File: config.mk
export PLATFORM = sky130hd
export DESIGN_NAME = hazard_ctrl
export DESIGN_NICKNAME = d
export VERILOG_FILES = /design/src/rtl/pipe_ctrl_pkg.sv /design/src/rtl/hazard_tracker.sv /design/src/rtl/hazard_ctrl.sv
export SDC_FILE = /design/constraint.sdc
export NUM_CORES = 1
export LEC_CHECK = 0
export CORE_MARGIN = 4
export CORE_UTILIZATION = 45
export DETAILED_ROUTE_END_ITERATION = 8
export PLACE_DENSITY = 0.74
export SLEW_MARGIN = 40
export SYNTH_ARGS = -nofsm -noshare
export SYNTH_HDL_FRONTEND = slang
export SYNTH_SLANG_ARGS = --single-unit
export TNS_END_PERCENT = 50
File: constraint.sdc
create_clock -name clk -period 3.4 [get_ports clk]
set_input_delay 0.34 -clock clk [delete_from_list [all_inputs] [get_ports clk]]
set_output_delay 0.34 -clock clk [all_outputs]
set_load 0.02 [all_outputs]
File: src/rtl/pipe_ctrl_pkg.sv
// pipe_ctrl_pkg: shared types and constants for the pipeline hazard controller
package pipe_ctrl_pkg;
  localparam int REG_W = 4;
  localparam int CNT_W = 4;
  typedef enum logic [1:0] {FWD_RF = 2'b00, FWD_EXMEM = 2'b01, FWD_MEMWB = 2'b10} fwd_sel_t;
  typedef enum logic [1:0] {RUN, VBUSY, FLUSH} ctrl_state_t;
  typedef struct packed {
    logic             valid;
    logic [REG_W-1:0] dest;
    logic             we;
    logic             load;
  } stage_slot_t;
  function automatic logic hits(input stage_slot_t s, input logic [REG_W-1:0] r, input logic used);
    return used & s.valid & s.we & (s.dest == r);
  endfunction
endpackage

File: src/rtl/hazard_tracker.sv
// hazard_tracker: EX/MEM/WB destination shift register with freeze and bubble insertion
module hazard_tracker import pipe_ctrl_pkg::*; (
  input  logic        clk,
  input  logic        rst_n,
  input  logic        freeze,
  input  logic        bubble,
  input  stage_slot_t id_slot,
  output stage_slot_t ex,
  output stage_slot_t mem,
  output stage_slot_t wb
);
  // a frozen EX holds its op and feeds MEM a hole; a bubble always wins over freeze
  always_ff @(posedge clk or negedge rst_n)
    if (!rst_n) begin
      ex  <= '0;
      mem <= '0;
      wb  <= '0;
    end else begin
      ex  <= bubble ? '0 : freeze ? ex : id_slot;
      mem <= freeze ? '0 : ex;
      wb  <= mem;
    end
endmodule

File: src/rtl/hazard_ctrl.sv
// hazard_ctrl: stall/bubble/flush control and ALU operand forwarding selects (FORWARDING_EN enables forwarding)
module hazard_ctrl #(
  parameter int VEC_LAT = 4,
  parameter int REG_W   = pipe_ctrl_pkg::REG_W
) (
  input  logic             clk,
  input  logic             rst_n,
  input  logic             id_valid,
  input  logic [REG_W-1:0] id_r2,
  input  logic [REG_W-1:0] id_r3,
  input  logic             id_use_r2,
  input  logic             id_imm,
  input  logic [REG_W-1:0] id_dest,
  input  logic             id_we,
  input  logic             id_load,
  input  logic             id_vmul,
  input  logic             br_taken,
  output logic             stall_if,
  output logic             stall_id,
  output logic             bubble_ex,
  output logic             flush_id,
  output logic [1:0]       fwd_r2,
  output logic [1:0]       fwd_r3
);
  import pipe_ctrl_pkg::*;
  ctrl_state_t state, state_nx;
  logic [CNT_W-1:0] cnt, cnt_nx;
  stage_slot_t ex, mem, wb;
  logic use2, use3, ex2, ex3, mem2, mem3, ld_use, hz, vbusy, stall, freeze, unused_wb;
  assign use2   = id_valid & id_use_r2;
  assign use3   = id_valid & !id_imm;
  assign ex2    = hits(ex, id_r2, use2);
  assign ex3    = hits(ex, id_r3, use3);
  assign mem2   = hits(mem, id_r2, use2);
  assign mem3   = hits(mem, id_r3, use3);
  assign ld_use = (ex2 | ex3) & ex.load;
`ifdef FORWARDING_EN
  assign hz = ld_use;
`else
  assign hz = ld_use | ex2 | ex3 | mem2 | mem3;
`endif
  assign vbusy     = state == VBUSY;
  assign freeze    = vbusy & !br_taken;
  assign stall_if  = stall;
  assign stall_id  = stall;
  assign unused_wb = ^wb;
  hazard_tracker u_tracker (
    .clk     (clk),
    .rst_n   (rst_n),
    .freeze  (freeze),
    .bubble  (bubble_ex),
    .id_slot ('{valid: id_valid, dest: id_dest, we: id_we, load: id_load}),
    .ex      (ex),
    .mem     (mem),
    .wb      (wb)
  );
  // control state and vector-op occupancy counter
  always_ff @(posedge clk or negedge rst_n)
    if (!rst_n) begin
      state <= RUN;
      cnt   <= '0;
    end else begin
      state <= state_nx;
      cnt   <= cnt_nx;
    end
  // branch flush beats everything, then vector busy, then data hazard, else issue
  always_comb begin
    state_nx  = state;
    cnt_nx    = cnt;
    stall     = 1'b0;
    bubble_ex = 1'b0;
    flush_id  = 1'b0;
    if (br_taken) begin
      state_nx  = FLUSH;
      cnt_nx    = '0;
      flush_id  = 1'b1;
      bubble_ex = 1'b1;
    end else if (vbusy) begin
      stall    = 1'b1;
      cnt_nx   = cnt - CNT_W'(1);
      state_nx = cnt == CNT_W'(1) ? RUN : VBUSY;
    end else if (hz) begin
      state_nx  = RUN;
      stall     = 1'b1;
      bubble_ex = 1'b1;
    end else begin
      state_nx = id_valid & id_vmul ? VBUSY : RUN;
      cnt_nx   = id_valid & id_vmul ? CNT_W'(VEC_LAT - 1) : '0;
    end
  end
`ifdef FORWARDING_EN
  fwd_sel_t f2, f3;
  // operand selects follow the instruction into EX; bubbles read the register file
  always_ff @(posedge clk or negedge rst_n)
    if (!rst_n) begin
      f2 <= FWD_RF;
      f3 <= FWD_RF;
    end else if (!freeze) begin
      f2 <= bubble_ex ? FWD_RF : ex2 ? FWD_EXMEM : mem2 ? FWD_MEMWB : FWD_RF;
      f3 <= bubble_ex ? FWD_RF : ex3 ? FWD_EXMEM : mem3 ? FWD_MEMWB : FWD_RF;
    end
  assign fwd_r2 = f2;
  assign fwd_r3 = f3;
`else
  assign fwd_r2 = FWD_RF;
  assign fwd_r3 = FWD_RF;
`endif
endmodule

==> impl_metrics.tcl <==
set metrics [dict create \
    outcome "finished, final reports clean" \
    drc_errors 0 \
    power.switching_mw 0.118 \
    clk_path_buf_depth 2 \
    timing.fmax_mhz 333 \
    ys.warnings.count 0 \
    path_class "in2out" \
    p_leak_nw 0.596 \
    io_pins 29 \
    critPathArrivalTime_ps 2660 \
    layout_min_cycle_time_ps 3000 \
    cts_root_buf "clkbuf_4" \
    synth_cell_types 33 \
    worstSetupStartpointType "input pin" \
    post-route-period-util_pct 88.3 \
    setup_viol 0 \
    yosys_most_used_dff "dfrtp_1" \
    swShare_pct 25.8 \
    clockPowerShare_pct 28.5 \
    drtPass1Iterations 4 \
    finalSetupTns_ps 0 \
    synth_top_area_share_pct 38.8 \
    antenna_found_initial 0 \
    yosysMostFrequentCell "dfrtp_1" \
    die_w_um 58.8 \
    grt_pass1_wl_um 3880 \
    postLayoutCoreUtil_pct 55.3 \
    cp.required_ps 3060 \
    synthArstFlopShare_pct 100 \
    globalplace.congestion 0.904 \
    synth-seq-cells 18 \
    dieArea_um2 3450 \
    cap_violations 0 \
    numCtsBuffers 3 \
    topRoutingLayerUsed "met4" \
    routedWlPerCell_um 13.4 \
    rsz0062_at_grt "false" \
    hold_violations 0 \
    seq_area_frac_synth_pct 38.8 \
    hold_class "in2async" \
    cts_tree "yes" \
    hpwl_um 1780 \
    slew_violations 0 \
    track_usage_pct 14.5 \
    dp.cells 167 \
    clk_latency_ps 300 \
    synth_area_leader_cell "dfrtp_1" \
    rows 18 \
    syn2layout_area_growth_pct 18.1 \
    endpoint_kind "primary output" \
    seqPwrFrac_pct 51.8 \
    stdcell_area_um2 1370 \
    vias 902 \
    synthesis.area_um2 1160 \
    dpl-instance-area_um2 1330 \
    initial_core_util_pct 46.8 \
    combPwrFrac_pct 19.7 \
    pwr_density_cell_nw_per_um2 334 \
    grt_start_max_net_pins 19 \
    io_buffers 23 \
    cts_max_level 1 \
    antenna_left 0 \
    critPathMaxFanout 10 \
    grt_pass1_vias 917 \
    synth_cells 123 \
    vias_per_cell 5.24 \
    core_um2 2480 \
    clk_pin_slew_ps 100 \
    finalWirelength_um 2300 \
    fin_skew_ps 9.88 \
    post_cts_buffers 0 \
    slew_headroom_pct 56.4 \
    intPower_mw 0.339 \
    netlist_top_cells_area "dfrtp_1 39%, xor2_1 9.1%, nand2_1 4.5%" \
    layout.nets 166 \
    ir_drop_mv 0.258 \
    wl_met3_um 109 \
    cts_resized 0 \
    final_cells 172 \
    drt_iter0_markers 23 \
    wl_met1_um 1040 \
    worst_slew_pin_slew_ps 653 \
    diodes 0 \
    route.met2.wl_um 1110 \
    globalRouteOverflowTotal 0 \
    drive_above_1_share_pct 8.45 \
    synth-edff-count 0 \
    clock-sinks 18 \
    die_height_um 58.8 \
    hold_buffers 0 \
    synth_common_cells "18 x dfrtp_1, 14 x nand2_1, 12 x xor2_1, 8 x a21oi_1, 7 x or4_1" \
    holdWs_ps 485 \
    avgSynthCellArea_um2 9.43 \
]
path summary, 6_finish.rpt:
| kind | start | to | slack [ps] | cells after the start |
|---|---|---|---|---|
| setup / recovery | id_valid | stall_id | 400 | 7 |
| hold / removal | rst_n | cnt[0] | 490 | 2 |
| setup reg to reg | u_tracker.ex[4] | state[0] | 1500 | 5 |
| hold reg to reg | u_tracker.ex[6] | u_tracker.mem[6] | 540 | 1 |
| max in group asynchronous | rst_n | u_tracker.ex[5] | 2630 | 2 |
| min in group clk | u_tracker.ex[6] | u_tracker.mem[6] | 540 | 1 |
state kept, by name, summed over array words and instances (netlist names):
signal and count:
state 2, u_tracker.mem 6, cnt 4, u_tracker.ex 6
stage by stage:
stage | power [mW] | setup slack (ps)
2_1_floorplan | 0.296 | 1240
3_3_place_gp | 0.329 | 435
3_5_place_dp | 0.331 | 404
4_1_cts | 0.462 | 393
5_1_grt | 0.483 | 202
6_report | 0.457 | 397
cell usage in the layout (no fill, tap or decap), types with 3 or more instances in the layout:
| cell | count |
|---|---|
| nor3_1 | 6 |
| a21oi_1 | 8 |
| xnor2_1 | 4 |
| nand3_1 | 3 |
| nand2_1 | 14 |
| dfrtp_1 | 18 |
| nand2b_1 | 3 |
| or3_1 | 3 |
| or4_1 | 7 |
| nor4_1 | 3 |
| conb_1 | 4 |
| nor2b_1 | 6 |
| clkbuf_4 | 3 |
| clkdlybuf4s50_1 | 22 |
| xor2_1 | 12 |
| nor2_1 | 4 |
layout make-up:
type,instances,area [um2]
clock buffer,4,36.3
fill,223,1110
inverter,2,7.51
multi-input combinational,92,588
sequential,18,450
tap,30,37.5
timing repair buffer,26,250
power groups by stage:
stage          registers (mW)  clock network [mW]  logic, mW
6_report                0.237               0.130     0.0900
5_1_grt                 0.239               0.144      0.100
4_1_cts                 0.237               0.135     0.0910
3_5_place_dp            0.241                   0     0.0904
3_3_place_gp            0.240                   0     0.0888
2_1_floorplan           0.238                   0     0.0576
critical path: stages:
cell and delay (ps):
clkdlybuf4s50_1 560, nand3_1 140, nor4_1 260, and3_1 370, nor3_1 130, a21oi_1 200
clkdlybuf4s50_1 640
logic make-up after synthesis:
| family | after synthesis | synth area share [%] |
|---|---|---|
| other | 1 | 0.323 |
| DFF | 18 | 38.8 |
| buffers and inverters | 16 | 11.4 |
| AOI/OAI and AO/OA | 17 | 10.0 |
| xor gates and xnor gates | 16 | 12.1 |
| and+or+nand+nor | 53 | 25.1 |
| adders and majority gates | 2 | 2.16 |
layer usage:
layer	GRT usage [%]	vias to the layer above
met5	0	-
met1	17.9	421
met4	5.83	0
li1	-	454
met2	24.9	23
met3	2.63	4
Power figures use the tool's default switching activity.
